`src/rtl/layer_pixel_fetch.sv`:
```
// Layer pixel fetch: pipe stage 3 of the GPU.
// Accepts one per-layer read request at a time and performs the memory reads for it.
// A sprite layer needs one RAM read. A text layer needs a RAM read for the character
// code, then a flash read for the glyph bit.
// The stage returns one pixel (colour, opaque flag and layer ID) per request.
module layer_pixel_fetch #(
   parameter int                 ADDR_W    = 26,
   parameter int                 COLOR_W   = 16,
   parameter logic [COLOR_W-1:0] TRANS_KEY = 16'hF81F,
   parameter int                 TIMEOUT   = 255
) (
   input  logic               clk,
   input  logic               reset,
   input  logic               reqValid,
   output logic               reqReady,
   input  logic               reqReadRamEn,
   input  logic               reqReadFlashEn,
   input  logic [7:0]         reqLayerId,
   input  logic [ADDR_W-1:0]  reqRamBase,
   input  logic [ADDR_W-1:0]  reqRamOffset,
   input  logic [ADDR_W-1:0]  reqFlashBits,
   input  logic [15:0]        reqGlyphBits,
   input  logic [COLOR_W-1:0] reqTextColor,
   output logic               ramReq,
   output logic [ADDR_W-1:0]  ramAddr,
   input  logic               ramAck,
   input  logic [COLOR_W-1:0] ramData,
   output logic               flashReq,
   output logic [ADDR_W-4:0]  flashAddr,
   input  logic               flashAck,
   input  logic [7:0]         flashData,
   output logic               pixValid,
   input  logic               pixReady,
   output logic [COLOR_W-1:0] pixColor,
   output logic               pixOpaque,
   output logic [7:0]         pixLayerId,
   output logic               fetchTimeout
);

   // Wait counter only needs to reach TIMEOUT-1; the abort fires in that cycle.
   localparam int                CNT_W   = (TIMEOUT < 2) ? 1 : $clog2(TIMEOUT);
   localparam logic [CNT_W-1:0] CNT_MAX = CNT_W'(TIMEOUT - 1);

   typedef enum logic [1:0] {IDLE, RAM_RD, FLASH_RD, OUT} state_t;

   state_t               state_q, state_d;
   logic                 ram_req_q, ram_req_d;
   logic                 flash_req_q, flash_req_d;
   logic                 pix_valid_q, pix_valid_d;
   logic                 pix_opaque_q, pix_opaque_d;
   logic                 timeout_q, timeout_d;
   logic [ADDR_W-1:0]    ram_addr_q, ram_addr_d;
   logic [ADDR_W-4:0]    flash_addr_q, flash_addr_d;
   logic [2:0]           bit_sel_q, bit_sel_d;
   logic [COLOR_W-1:0]   pix_color_q, pix_color_d;
   logic [7:0]           layer_id_q, layer_id_d;
   logic                 flash_en_q, flash_en_d;
   logic [ADDR_W-1:0]    flash_bits_q, flash_bits_d;
   logic [15:0]          glyph_bits_q, glyph_bits_d;
   logic [COLOR_W-1:0]   text_color_q, text_color_d;
   logic [CNT_W-1:0]     cnt_q, cnt_d;

   // Glyph bit address, built from the character code that is on ramData in the ack cycle.
   logic [ADDR_W-1:0] bit_addr;
   logic              flash_bit;
   assign bit_addr  = flash_bits_q + ADDR_W'(ramData[7:0]) * ADDR_W'(glyph_bits_q);
   assign flash_bit = flashData[3'd7 - bit_sel_q];

   // Next-state logic and the request/result datapath.
   always_comb begin
      // NOTE: every signal gets a default first, so no path can leave one unassigned and infer a latch.
      state_d      = state_q;
      ram_req_d    = ram_req_q;
      flash_req_d  = flash_req_q;
      pix_valid_d  = pix_valid_q;
      pix_opaque_d = pix_opaque_q;
      timeout_d    = 1'b0;
      ram_addr_d   = ram_addr_q;
      flash_addr_d = flash_addr_q;
      bit_sel_d    = bit_sel_q;
      pix_color_d  = pix_color_q;
      layer_id_d   = layer_id_q;
      flash_en_d   = flash_en_q;
      flash_bits_d = flash_bits_q;
      glyph_bits_d = glyph_bits_q;
      text_color_d = text_color_q;
      cnt_d        = cnt_q;
      case (state_q)
         IDLE: begin
            if (reqValid) begin
               layer_id_d   = reqLayerId;
               flash_en_d   = reqReadFlashEn;
               flash_bits_d = reqFlashBits;
               glyph_bits_d = reqGlyphBits;
               text_color_d = reqTextColor;
               cnt_d        = '0;
               if (reqReadRamEn) begin
                  ram_addr_d = reqRamBase + reqRamOffset;
                  ram_req_d  = 1'b1;
                  state_d    = RAM_RD;
               end else begin
                  // No RAM read requested (flash-only is illegal): transparent pixel.
                  pix_color_d  = '0;
                  pix_opaque_d = 1'b0;
                  pix_valid_d  = 1'b1;
                  state_d      = OUT;
               end
            end
         end
         RAM_RD: begin
            if (ramAck) begin
               ram_req_d = 1'b0;
               cnt_d     = '0;
               if (flash_en_q) begin
                  flash_addr_d = bit_addr[ADDR_W-1:3];
                  bit_sel_d    = bit_addr[2:0];
                  flash_req_d  = 1'b1;
                  state_d      = FLASH_RD;
               end else begin
                  pix_opaque_d = (ramData != TRANS_KEY);
                  pix_color_d  = (ramData != TRANS_KEY) ? ramData : '0;
                  pix_valid_d  = 1'b1;
                  state_d      = OUT;
               end
            end else if (cnt_q == CNT_MAX) begin
               ram_req_d    = 1'b0;
               timeout_d    = 1'b1;
               pix_color_d  = '0;
               pix_opaque_d = 1'b0;
               pix_valid_d  = 1'b1;
               state_d      = OUT;
            end else begin
               cnt_d = cnt_q + 1'b1;
            end
         end
         FLASH_RD: begin
            if (flashAck) begin
               flash_req_d  = 1'b0;
               pix_opaque_d = flash_bit;
               pix_color_d  = flash_bit ? text_color_q : '0;
               pix_valid_d  = 1'b1;
               state_d      = OUT;
            end else if (cnt_q == CNT_MAX) begin
               flash_req_d  = 1'b0;
               timeout_d    = 1'b1;
               pix_color_d  = '0;
               pix_opaque_d = 1'b0;
               pix_valid_d  = 1'b1;
               state_d      = OUT;
            end else begin
               cnt_d = cnt_q + 1'b1;
            end
         end
         OUT: begin
            if (pixReady) begin
               pix_valid_d = 1'b0;
               state_d     = IDLE;
            end
         end
         default: state_d = IDLE;
      endcase
   end

   // State and datapath registers; an async reset drops strobes and the result immediately.
   always_ff @(posedge clk or posedge reset) begin
      if (reset) begin
         state_q      <= IDLE;
         ram_req_q    <= 1'b0;
         flash_req_q  <= 1'b0;
         pix_valid_q  <= 1'b0;
         pix_opaque_q <= 1'b0;
         timeout_q    <= 1'b0;
         ram_addr_q   <= '0;
         flash_addr_q <= '0;
         bit_sel_q    <= '0;
         pix_color_q  <= '0;
         layer_id_q   <= '0;
         flash_en_q   <= 1'b0;
         flash_bits_q <= '0;
         glyph_bits_q <= '0;
         text_color_q <= '0;
         cnt_q        <= '0;
      end else begin
         // NOTE: non-blocking assignments, so every register samples pre-edge values.
         state_q      <= state_d;
         ram_req_q    <= ram_req_d;
         flash_req_q  <= flash_req_d;
         pix_valid_q  <= pix_valid_d;
         pix_opaque_q <= pix_opaque_d;
         timeout_q    <= timeout_d;
         ram_addr_q   <= ram_addr_d;
         flash_addr_q <= flash_addr_d;
         bit_sel_q    <= bit_sel_d;
         pix_color_q  <= pix_color_d;
         layer_id_q   <= layer_id_d;
         flash_en_q   <= flash_en_d;
         flash_bits_q <= flash_bits_d;
         glyph_bits_q <= glyph_bits_d;
         text_color_q <= text_color_d;
         cnt_q        <= cnt_d;
      end
   end

   assign reqReady     = (state_q == IDLE);
   assign ramReq       = ram_req_q;
   assign ramAddr      = ram_addr_q;
   assign flashReq     = flash_req_q;
   assign flashAddr    = flash_addr_q;
   assign pixValid     = pix_valid_q;
   assign pixColor     = pix_color_q;
   assign pixOpaque    = pix_opaque_q;
   assign pixLayerId   = layer_id_q;
   assign fetchTimeout = timeout_q;

endmodule

```
`config.mk`:
```
export PLATFORM = sky130hd
export DESIGN_NAME = layer_pixel_fetch
export DESIGN_NICKNAME = d
export VERILOG_FILES = /design/src/rtl/layer_pixel_fetch.sv
export SDC_FILE = /design/constraint.sdc
export NUM_CORES = 1
export LEC_CHECK = 0
export ABC_AREA = 1
export CORE_MARGIN = 2
export CORE_UTILIZATION = 23
export DETAILED_ROUTE_END_ITERATION = 8
export HOLD_SLACK_MARGIN = 0.08
export PLACE_DENSITY_LB_ADDON = 0.25
export SKIP_CTS_REPAIR_TIMING = 1
export SYNTH_ARGS = -nofsm -noshare
export SYNTH_HDL_FRONTEND = slang
export SYNTH_SLANG_ARGS = --single-unit
```
`constraint.sdc`:
```
create_clock -name clk -period 6 [get_ports clk]
set_clock_uncertainty 0.15 [all_clocks]
set_input_delay 0.9 -clock clk [delete_from_list [all_inputs] [get_ports clk]]
set_output_delay 0.9 -clock clk [all_outputs]
set_load 0.1 [all_outputs]
```
==> results.cfg, run 1 <==
[clock_tree]
clk_pin_slew_ns = 0.07
insertion_delay_ns = 0.48
cts_made_buffers = 17
h-tree-depth = 4
cts_sinks = 150
clockBufferDepth = 2
cts_root_buffer = clkbuf_16
cts_tree = done

[place]
place.gp.congestion = 0.840
numPortBuffers = 228
hpwl_microns = 33900

[setup_path]
cpMaxStageDelayCell = clkdlybuf4s50_1
crit_family = adder cells
cp_num_cells = 19
critical_path_arrival_ns = 5.42
cp_cell_sequence = clkdlybuf4s50_1, buf_4, nand2_1, inv_1, fa_1, inv_1, fa_1, fa_1, fa_1, inv_1, ha_1, nand2_1, nor2_1, inv_1, nor2_1, a21oi_1, or2_0, nand2_1, nand2_1
worstSetupStartpointType = input port
r2r_cells = 18
crit_buf_inv = 6
crit_fanout = 13
cp-end-kind = flip-flop
cp.required_ns = 6.23
critical_path.max_stage_delay_ns = 0.69
crit_type = in -> reg

[floorplan]
die_h_microns = 248
rows = 89
dieArea_sq_um = 61400
core_sq_um = 58900
initial_core_util_pct = 23.2
io_pins = 229
fp.dieW_microns = 248

[final_layout]
synthToLayoutAreaGrowth_pct = 27.0
drive_gt1_share_pct = 4.09
diodes = 0
utilization_pct = 29.5
fillers = 6398
layout_common_cells = nand2_1 (755), inv_1 (391), clkdlybuf4s50_1 (228)
final_common_cell = nand2_1
nNetsFinal = 2476

[synth]
syn_area_sq_um = 13700
syn-num-nets = 2277
syn_avg_cell_area_sq_um = 7.05
ys_seq_area_share_pct = 27.5
synthDistinctLibCells = 51
yosys_warnings = 0
synth_cells = 1940
ys_ff_latch = 150
synth-async-reset-ratio_pct = 100
synth_flop_cell = dfrtp_1
synth_edf_count = 0

[global_routing]
grt_util_all_layers_pct = 14.4
grt_max_degree = 151
antenna_found_initial = 9
grt_pass1_vias = 12700
overflow = 0
grt_pass1_wl_microns = 68400

[drt]
totalWireLength_microns = 42400
vias = 12200
detail-route-antenna-nets = 0
drt_iter0_drc = 521
drtPass1Iterations = 5
routedWlPerCell_microns = 14.5
via_per_inst = 4.17
drc = 0

[sta]
period_share_pct = 86.5
worst_pin_slew_ns = 1.06
timing.fmax_mhz = 193
finalSetupViolCount = 0
fin_setup_tns_ns = 0
maxSlewHeadroom_pct = 29.2
rsz0062_at_grt = no
hold_viol_final = 0
final_max_slew_viol_count = 0
period_minus_slack_ns = 5.19

[worst_hold_path]
holdPathStages = 2
hp-class = reg -> reg

[run]
maxCapViolCount = 0

[status]
status = finished, final reports clean
## kinds of logic after synthesis
kind of cell	count (synthesis)	share of synthesized area, %
xor gates and xnor gates	20	1.28
adders and majority gates	187	23.0
buffers and inverters	470	13.4
AOI/OAI and AO/OA	122	5.14
DFF	150	27.5
and+or+nand+nor	991	29.7
## synth_stat cells (all sizes together) (3+ instances only)
library cell	n	area, sq um
a21oi	39	195
buf	33	193
clkbuf	30	113
clkinv	3	11.3
dfrtp	150	3750
fa	107	2140
ha	80	1000
inv	404	1520
nand2	761	2870
nand3	79	400
nand3b	14	105
nand4	28	175
nor2	92	373
nor3	7	51.3
nor4	3	40.0
o21a	3	22.5
o21ai	65	348
or2	6	37.5
xnor2	15	131
xor2	5	43.8
## per-stage QoR
| stage | hold WS (ns) | instances | setup slack (ns) | area [sq um] |
|---|---|---|---|---|
| final | 0.331 | 2925 | 0.807 | 17400 |
| after floorplan | 0.299 | 1940 | 0.914 | 13700 |
| after CTS | 0.333 | 2925 | 0.854 | 17400 |
| after global placement | 0.314 | 2893 | 0.363 | 16800 |
| after global routing | 0.346 | 2925 | 0.560 | 17400 |
| after detailed placement | 0.314 | 2893 | 0.323 | 16800 |
## worst register-to-register path: cells and delay by family (launching register included)
family / cells / cell delay, ns
adders and majority gates: 5 / 2.33
AOI/OAI and AO/OA: 1 / 0.16
DFF: 1 / 0.56
and+or+nand+nor: 9 / 1.18
buffers and inverters: 3 / 0.16
## sequential cells by signal, summed over array words and instances, names as in the netlist, 2 cells and up
signal / cells
pixLayerId: 8
bit_sel_q: 3
glyph_bits_q: 16
ramAddr: 26
cnt_q: 8
flashAddr: 23
flash_bits_q: 26
state_q: 2
text_color_q: 16
pixColor: 16
## layout make-up
type	instances	area [sq um]	share of cell area [%]
Clock buffer	20	457	2.63
Clock inverter	12	143	0.822
Inverter	407	1540	8.86
Multi-Input combinational cell	1320	8080	46.6
Sequential cell	150	3750	21.6
Tap cell	773	967	5.57
Timing Repair Buffer	243	2420	13.9
## worst paths after layout
| check | to | slack (ns) | startpoint |
|---|---|---|---|
| worst max-delay path | flashAddr[11] | 0.81 | ramData[2] |
| worst min-delay path | pixColor[1] | 0.33 | pixColor[1] |
| worst max register to register | flashAddr[14] | 1.41 | glyph_bits_q[6] |
| worst min register to register | pixColor[1] | 0.33 | pixColor[1] |
| max in group asynchronous | flash_bits_q[0] | 4.14 | reset |
| min in group asynchronous | ramAddr[6] | 0.84 | reset |
## metal layers
metal / GRT usage (%) / share of wire (%)
met1: 18.3 / 46
met3: 3.97 / 5.2
met4: 4.21 / 1.6
met2: 23.7 / 47
met5: 0 / 0.26
Power of run 1 is not shown: default switching activity piles up to over one toggle a cycle in this logic, so the estimate is an artifact.
==> run 2: changes to the inputs <==
--- a/config.mk
+++ b/config.mk
@@ -9,3 +9,3 @@
 export CORE_MARGIN = 2
-export CORE_UTILIZATION = 23
+export CORE_UTILIZATION = 55
 export DETAILED_ROUTE_END_ITERATION = 8
==> constraint.sdc (replaced) <==
create_clock -name clk -period 6 [get_ports clk]
set_clock_uncertainty 0.15 [all_clocks]
set_input_delay 0.6 -clock clk [delete_from_list [all_inputs] [get_ports clk]]
set_output_delay 0.6 -clock clk [all_outputs]
set_load 0.1 [all_outputs]
==> run 2 against run 1 <==
Non-clock buffer count fell by 1; worst hold slack got worse by 0.0046 ns; via count rose by 3.8%; critical endpoint is now flashAddr[9]; highest routed layer unchanged.
==> results.cfg, run 2 (synthesis results as in run 1) <==
[sta]
maxSlewHeadroom_pct = 29.0
period_minus_slack_ns = 5.15
hold_viol_final = 0
final_max_slew_viol_count = 0
period_share_pct = 85.8
timing.fmax_mhz = 194
finalSetupViolCount = 0
fin_setup_tns_ns = 0
rsz0062_at_grt = no
worst_pin_slew_ns = 1.06

[setup_path]
cp_num_cells = 16
crit_buf_inv = 3
worstSetupStartpointType = input port
critical_path.max_stage_delay_ns = 1.04
crit_family = adder cells
crit_fanout = 16
crit_type = in -> reg
cp_cell_sequence = clkdlybuf4s50_1, nand2_1, fa_1, fa_1, fa_1, fa_1, inv_1, ha_1, nand2_1, inv_1, nand2_1, nand2_1, nand3b_1, or2_2, nand3_1, nand2_1
cp_common_cell = nand2_1
cp.required_ns = 6.18
r2r_cells = 18
r2r_slack_ns = 1.51
cpMaxStageDelayCell = clkdlybuf4s50_1
critical_path_arrival_ns = 5.33
cp-end-kind = flip-flop

[global_routing]
grt_max_degree = 108
antenna_found_initial = 2
grt_util_all_layers_pct = 29.9
grt_pass1_vias = 12900
grt_pass1_wl_microns = 62300
overflow = 0

[clock_tree]
clockBufferDepth = 2
insertion_delay_ns = 0.44
cts_tree = done
cts_root_buffer = clkbuf_16
clk_pin_slew_ns = 0.07
cts_sinks = 150
h-tree-depth = 4
cts_made_buffers = 17

[drt]
drt_iter0_drc = 830
vias = 12700
detail-route-antenna-nets = 0
drc = 0
routedWlPerCell_microns = 15.2
totalWireLength_microns = 37600
via_per_inst = 5.12
drtPass1Iterations = 7

[floorplan]
io_pins = 229
fp.dieW_microns = 162
core_sq_um = 24400
dieArea_sq_um = 26100
initial_core_util_pct = 56.1
rows = 57
die_h_microns = 162

[run]
maxCapViolCount = 0

[place]
numPortBuffers = 228
place.gp.congestion = 0.957
hpwl_microns = 29300

[worst_hold_path]
hp-class = reg -> reg
holdPathStages = 2

[status]
status = finished, final reports clean

[final_layout]
synthToLayoutAreaGrowth_pct = 22.8
final_common_cell = nand2_1
drive_gt1_share_pct = 4.09
nNetsFinal = 2475
layout_common_cells = nand2_1 (755), inv_1 (391), clkdlybuf4s50_1 (228)
run 2: changes by cell type in the layout (fill, tap and decap cells not counted), moves of 2 or more:
cell / change
clkbuf_8: -2
inv_12: +2
bufinv_16: -2
clkinv_4: -2
buf_12: -2
clkinv_8: +5
clkinvlp_4: -3
inv_8: +3
run 2: final timing paths:
path	startpoint	end
max	ramData[3]	flashAddr[9]
min	flashAddr[0]	flashAddr[0]
max reg2reg	glyph_bits_q[8]	flashAddr[17]
min reg2reg	flashAddr[0]	flashAddr[0]
max in group asynchronous	reset	flashAddr[11]
min in group asynchronous	reset	ramAddr[12]
run 2: area by class of cell:
class,count,area (sq um)
Sequential cell,150,3750
Multi-Input combinational cell,1320,8080
Clock inverter,15,194
Timing Repair Buffer,242,2390
Antenna cell,1,2.50
Inverter,407,1540
Fill cell,2099,7600
Clock buffer,17,425
Tap cell,324,405
run 2: through the flow:
step	cells	instance area (sq um)	worst slack [ns]	util, %	hold WS (ns)
2_1_floorplan	1940	13700	1.21	-	0.299
3_3_place_gp	2443	16200	0.514	66.3	0.312
3_5_place_dp	2443	16200	0.467	66.3	0.314
4_1_cts	2475	16800	0.920	68.8	0.335
5_1_grt	2476	16800	0.642	68.8	0.347
6_report	2476	16800	0.852	68.8	0.326
run 2: routing by layer:
metal | track usage, % | routed length, microns | vias up
met3 | 5.80 | 2820 | 90
met2 | 51.9 | 18400 | 485
met1 | 37.0 | 15100 | 5912
met5 | 0 | 16 | -
met4 | 11.7 | 1270 | 2
li1 | - | - | 6184
run 2: worst reg2reg max path: stages (launching register included):
cell	delay (ns)
dfrtp_1	0.59
nand2_1	0.16
fa_1	0.55
inv_1	0.06
fa_1	0.48
fa_1	0.54
inv_1	0.05
fa_1	0.47
inv_1	0.04
ha_1	0.35
nand2_1	0.11
nor2_1	0.25
nand3_1	0.11
nand3b_1	0.17
nand2_1	0.10
nand2_1	0.07
nand2_1	0.04
nand3_1	0.06
nand2_1	0.05
Power of run 2 is left out for the same reason.
==> variant 1, RTL diff (config.mk and constraints of run 1) <==
Change the parameter `TIMEOUT` from 255 to 510.
--- a/src/rtl/layer_pixel_fetch.sv
+++ b/src/rtl/layer_pixel_fetch.sv
@@ -7,7 +7,7 @@
    parameter int                 ADDR_W    = 26,
    parameter int                 COLOR_W   = 16,
    parameter logic [COLOR_W-1:0] TRANS_KEY = 16'hF81F,
-   parameter int                 TIMEOUT   = 255
+   parameter int                 TIMEOUT   = 510
 ) (
    input  logic               clk,
    input  logic               reset,
Check against the original RTL: not settled (the Yosys comparison gave no result); the edit may change what the design does.
==> variant 1 against run 1 <==
Synthesized area is 0.15% higher. Worst setup slack worse by 0.35 ns. Critical path type unchanged. Wire length is 6.7% higher. Critical path depth stayed put. Final cell count stayed put. Critical endpoint is now flashAddr[17]. Sequential cell count is 1 higher. Register-to-register slack worse by 0.08 ns. Fmax is 6.3% lower. Count of clock-buffer cells in the layout is 1 lower. Final area hardly changed.
Power is left out: the tool's default activity adds up to more than one toggle a clock period on the data nets, which glitch-free logic cannot reach.
==> variant 1: results (changes against run 1) <==
| Metric | Value |
|---|---|
| Count of port buffers added during placement | 228 (unchanged) |
| Via count of the first global-routing pass | 13200 (was 12700) |
| Worst endpoint data arrival time | 5.77 ns (was 5.42 ns) |
| Top cells by area, synth | sky130_fd_sc_hd__dfrtp_1 (28%), sky130_fd_sc_hd__nand2_1 (21%), sky130_fd_sc_hd__fa_1 (16%) (was sky130_fd_sc_hd__dfrtp_1 (27%), sky130_fd_sc_hd__nand2_1 (21%), sky130_fd_sc_hd__fa_1 (16%)) |
| Iteration count of the initial detailed-routing pass | 5 (unchanged) |
| Worst hold start | flashAddr[0] (was pixColor[1]) |
| Beginning of the worst register-to-register path | glyph_bits_q[10] (was glyph_bits_q[6]) |
| Min-Delay Endpoint | flashAddr[0] (was pixColor[1]) |
| Routed length per instance | 15.5 um (was 14.5 um) |
| Commonest cells in the synthesized netlist | sky130_fd_sc_hd__nand2_1 (756), sky130_fd_sc_hd__inv_1 (392), sky130_fd_sc_hd__dfrtp_1 (151), sky130_fd_sc_hd__fa_1 (107), sky130_fd_sc_hd__nor2_1 (92) (was sky130_fd_sc_hd__nand2_1 (755), sky130_fd_sc_hd__inv_1 (392), sky130_fd_sc_hd__dfrtp_1 (150), sky130_fd_sc_hd__fa_1 (107), sky130_fd_sc_hd__nor2_1 (87)) |
| Overall global routing resource usage | 0.155 (was 0.144) |
| Worst R2R Setup Slack | 1.33 ns (was 1.41 ns) |
| Fraction of layout instances using a drive strength above 1 | 0.0451 (was 0.0409) |
| Final Routed Wirelength | 45300 um (was 42400 um) |
| Count of placed standard cells including taps | 2893 (unchanged) |
| Antenna diode count | 0 (unchanged) |
| Via count | 12300 (was 12200) |
| Synth Net Count | 2276 (was 2277) |
| Max-slew headroom | 0.258 (was 0.292) |
| Largest net degree at the start of global routing | 88 (was 151) |
| Sequential fraction of the synthesis area | 0.276 (was 0.275) |
| Global-route wire length before repair | 72300 um (was 68400 um) |
| Final GP Congestion | 0.897 (was 0.840) |
| Final critical-path setup slack | 0.461 ns (was 0.807 ns) |
| Number of antenna violations at the first check in global routing | 3 (was 9) |
| DP HPWL | 36400 um (was 33900 um) |
| Outcome | complete, no violations (unchanged) |
| CP max FO | 16 (was 13) |
| Maximum cell stage delay along the critical path | 0.99 ns (was 0.69 ns) |
| Cell count after synthesis | 1939 (was 1940) |
| Pre-CTS WS | -0.0583 ns (was 0.323 ns) |
| R2r endpoint | flashAddr[17] (was flashAddr[14]) |
| DRC marker count from the first detailed-route iteration | 536 (was 521) |
==> variant 1: cell types whose count changed in the layout (fill, tap and decap cells not counted), sizes merged, moves of 2 or more <==
cell,change
nand3,-14
nand2,+11
nor2,+6
nor4,-3
o21ai,-3
nand3b,+2
nand4,+2
==> variant 1: cell type report <==
| cell class | instances | area (um2) |
|---|---|---|
| clock buffers | 19 | 453 |
| clock inverters | 13 | 140 |
| fillers | 6407 | 41500 |
| inverters | 405 | 1530 |
| multi-input cells | 1321 | 8110 |
| flip-flops and latches | 151 | 3780 |
| well taps | 773 | 967 |
| repair buffers | 243 | 2390 |
==> variant 1: metal layers <==
metal  up-vias  GRT usage  part of all wire
li1       6170          -                 -
met1      5839      0.185              0.43
met2       240      0.279              0.51
met3        37     0.0382             0.050
met4         6     0.0345             0.012
met5         -          0           0.00091
==> variant 1: critical path: cells and delay by family <==
kind | cells | cell delay [ns]
buffers and inverters | 4 | 1.14
adders and majority gates | 5 | 2.43
and+or+nand+nor | 10 | 1.29
==> variant 1: worst max path at each step <==
stage	start	end
detailed placement	ramData[0]	flashAddr[17]
global placement	ramData[0]	flashAddr[17]
floorplan	reset	bit_sel_q[0]
global route	ramData[0]	flashAddr[17]
finish	ramData[0]	flashAddr[17]
CTS	ramData[0]	flashAddr[17]
==> variant 1: cell families after synthesis <==
| family | after synthesis | share of synthesized area |
|---|---|---|
| buf+inv | 467 | 0.132 |
| xor+xnor | 20 | 0.0128 |
| flops | 151 | 0.276 |
| fa+ha+maj | 187 | 0.230 |
| compound gates | 118 | 0.0496 |
| simple gates | 996 | 0.300 |
==> variant 1: stage by stage <==
| stage | hold WS (ns) | setup TNS (ns) | utilization | area, um2 |
|---|---|---|---|---|
| after floorplan | 0.299 | 0 | - | 13700 |
| after global placement | 0.309 | -0.417 | 0.285 | 16800 |
| after detailed placement | 0.313 | -0.0969 | 0.285 | 16800 |
| after CTS | 0.328 | 0 | 0.295 | 17400 |
| after global routing | 0.351 | 0 | 0.295 | 17400 |
| final | 0.326 | 0 | 0.295 | 17400 |
==> variant 2, RTL diff (flow settings as in run 1) <==
Without the edit above. Add an input register stage for `reqRamOffset`, without a reset; this delays it by one clock. The other inputs are not delayed to match.
--- a/src/rtl/layer_pixel_fetch.sv
+++ b/src/rtl/layer_pixel_fetch.sv
@@ -43,6 +43,12 @@
 
    typedef enum logic [1:0] {IDLE, RAM_RD, FLASH_RD, OUT} state_t;
 
+   logic [ADDR_W-1:0] reqRamOffset_q;
+
+   always_ff @(posedge clk) begin
+      reqRamOffset_q <= reqRamOffset;
+   end
+
    state_t               state_q, state_d;
    logic                 ram_req_q, ram_req_d;
    logic                 flash_req_q, flash_req_d;
@@ -95,7 +101,7 @@
                text_color_d = reqTextColor;
                cnt_d        = '0;
                if (reqReadRamEn) begin
-                  ram_addr_d = reqRamBase + reqRamOffset;
+                  ram_addr_d = reqRamBase + reqRamOffset_q;
                   ram_req_d  = 1'b1;
                   state_d    = RAM_RD;
                end else begin
Behaviour: not the same (a bounded check fails within 4 cycles, from zero or initial values and one cycle with reset high).
==> variant 2 against run 1 <==
Final cell count grew 1.8%. Core utilization up 0.12 points. Worst setup slack got worse by 0.12 ns. Sequential cell count up 26. First-iteration DRC count grew 10%. Final area up 3.3%. Wire length increased by 12%. Synthesized area up 3.5%.
Power is not shown: default switching activity piles up to over one toggle a cycle in this logic, so the estimate is an artifact.
==> variant 2: results (changes against run 1) <==
| Metric | Value |
|---|---|
| Root buffer selected by CTS | sky130_fd_sc_hd__clkbuf_16 (unchanged) |
| Slew at the pin closest to its max-slew limit | 1.11 ns (was 1.06 ns) |
| Distinct cell type count of the synthesized netlist | 47 (was 51) |
| Predominant post-synthesis flop cell | sky130_fd_sc_hd__dfrtp_1 (unchanged) |
| Share of flip-flops with an asynchronous set or reset | 0.852 (was 1.00) |
| Sequential fraction of the synthesis area | 0.302 (was 0.275) |
| Total of warnings raised by yosys | 0 (unchanged) |
| Synth Net Count | 2311 (was 2277) |
| Maximum cell stage delay along the critical path | 0.91 ns (was 0.69 ns) |
| Wire length on met3 | 2340 um (was 2220 um) |
| Worst Hold Depth | 2 (unchanged) |
| Count of nets after finishing | 2519 (was 2476) |
| Commonest cells in the synthesized netlist | sky130_fd_sc_hd__nand2_1 (757), sky130_fd_sc_hd__inv_1 (407), sky130_fd_sc_hd__dfrtp_1 (150), sky130_fd_sc_hd__fa_1 (107), sky130_fd_sc_hd__nor2_1 (90) (was sky130_fd_sc_hd__nand2_1 (755), sky130_fd_sc_hd__inv_1 (392), sky130_fd_sc_hd__dfrtp_1 (150), sky130_fd_sc_hd__fa_1 (107), sky130_fd_sc_hd__nor2_1 (87)) |
| DP HPWL | 38100 um (was 33900 um) |
| Worst Hold Class | register to register (unchanged) |
| Final Routed Wirelength | 47600 um (was 42400 um) |
| Vias per cell | 4.28 (was 4.17) |
| Highest routed metal layer | met5 (unchanged) |
| Total DRC errors in the routed layout | 0 (unchanged) |
| Via count of the first global-routing pass | 13300 (was 12700) |
| Clock latency on the worst-skew pair | 0.50 ns (was 0.48 ns) |
| Post-layout instance area | 0.0179 mm2 (was 0.0174 mm2) |
| Outcome | complete, no violations (unchanged) |
| Final GP Congestion | 0.904 (was 0.840) |
| Global-route wire length before repair | 74600 um (was 68400 um) |
| Number of buffers added by the clock tree synthesis step | 17 (unchanged) |
| Fraction of layout instances using a drive strength above 1 | 0.0369 (was 0.0409) |
| FILL cells | 6609 (was 6398) |
| Number of antenna violations at the first check in global routing | 6 (was 9) |
| Count of port buffers added during placement | 228 (unchanged) |
| Wire length the detailed router placed on met1 | 20000 um (was 19500 um) |
| CP max FO | 15 (was 13) |
| Top cells by area, synth | sky130_fd_sc_hd__dfrtp_1 (27%), sky130_fd_sc_hd__nand2_1 (20%), sky130_fd_sc_hd__fa_1 (15%) (was sky130_fd_sc_hd__dfrtp_1 (27%), sky130_fd_sc_hd__nand2_1 (21%), sky130_fd_sc_hd__fa_1 (16%)) |
| Overall global routing resource usage | 0.155 (was 0.144) |
| DRC marker count from the first detailed-route iteration | 573 (was 521) |
| Length of routed met2 wiring | 24300 um (was 19900 um) |
| Worst endpoint data arrival time | 5.55 ns (was 5.42 ns) |
| Cell area reported after detailed placement | 0.0173 mm2 (was 0.0168 mm2) |
| Clock slew at the register clock pins of the worst setup and hold paths | 0.08 ns |
| Largest net degree at the start of global routing | 66 (was 151) |
| Iteration count of the initial detailed-routing pass | 5 (unchanged) |
| Register-to-Register Path Depth | 18 (unchanged) |
| Worst-case clock buffer depth | 2 (unchanged) |
[variant 2: worst paths after layout]
kind / start / endpoint / slack [ns]
max: ramData[7] / flashAddr[17] / 0.69
min: flashAddr[0] / flashAddr[0] / 0.32
max reg2reg: glyph_bits_q[10] / flashAddr[17] / 1.24
min reg2reg: flashAddr[0] / flashAddr[0] / 0.32
max in group asynchronous: reset / flashAddr[12] / 3.84
min in group asynchronous: reset / pixColor[10] / 0.59
[variant 2: logic make-up after synthesis]
family	count (synthesis)	share of synthesized area
xor gates and xnor gates	17	0.0105
adders and majority gates	187	0.222
DFF	176	0.302
AOI/OAI and AO/OA	114	0.0444
and+or+nand+nor	1005	0.291
buffers and inverters	475	0.130
[variant 2: area by class of cell]
type | instances | area share
Multi-Input combinational cell | 1323 | 0.449
Sequential cell | 176 | 0.238
Timing Repair Buffer | 252 | 0.137
Inverter | 412 | 0.0868
Tap cell | 782 | 0.0546
Clock buffer | 17 | 0.0237
Clock inverter | 15 | 0.0103
Antenna cell | 1 | 0.000140
[variant 2: layer usage]
layer | GRT usage | vias up
li1 | - | 6299
met1 | 0.178 | 6121
met2 | 0.281 | 250
met3 | 0.0428 | 57
met4 | 0.0421 | 10
met5 | 0 | -
[variant 2: critical path, delay by kind of cell]
kind | cells | cell delay (ns)
and+or+nand+nor | 9 | 1.22
adders and majority gates | 5 | 2.25
buffers and inverters | 5 | 1.16
[variant 2: stage by stage]
stage | setup WS [ns] | std cells | hold WS, ns
finish | 0.689 | 2978 | 0.324
global route | 0.431 | 2977 | 0.354
CTS | 0.686 | 2977 | 0.331
detailed placement | 0.138 | 2945 | 0.312
global placement | 0.146 | 2945 | 0.314
floorplan | 0.914 | 1974 | 0.299
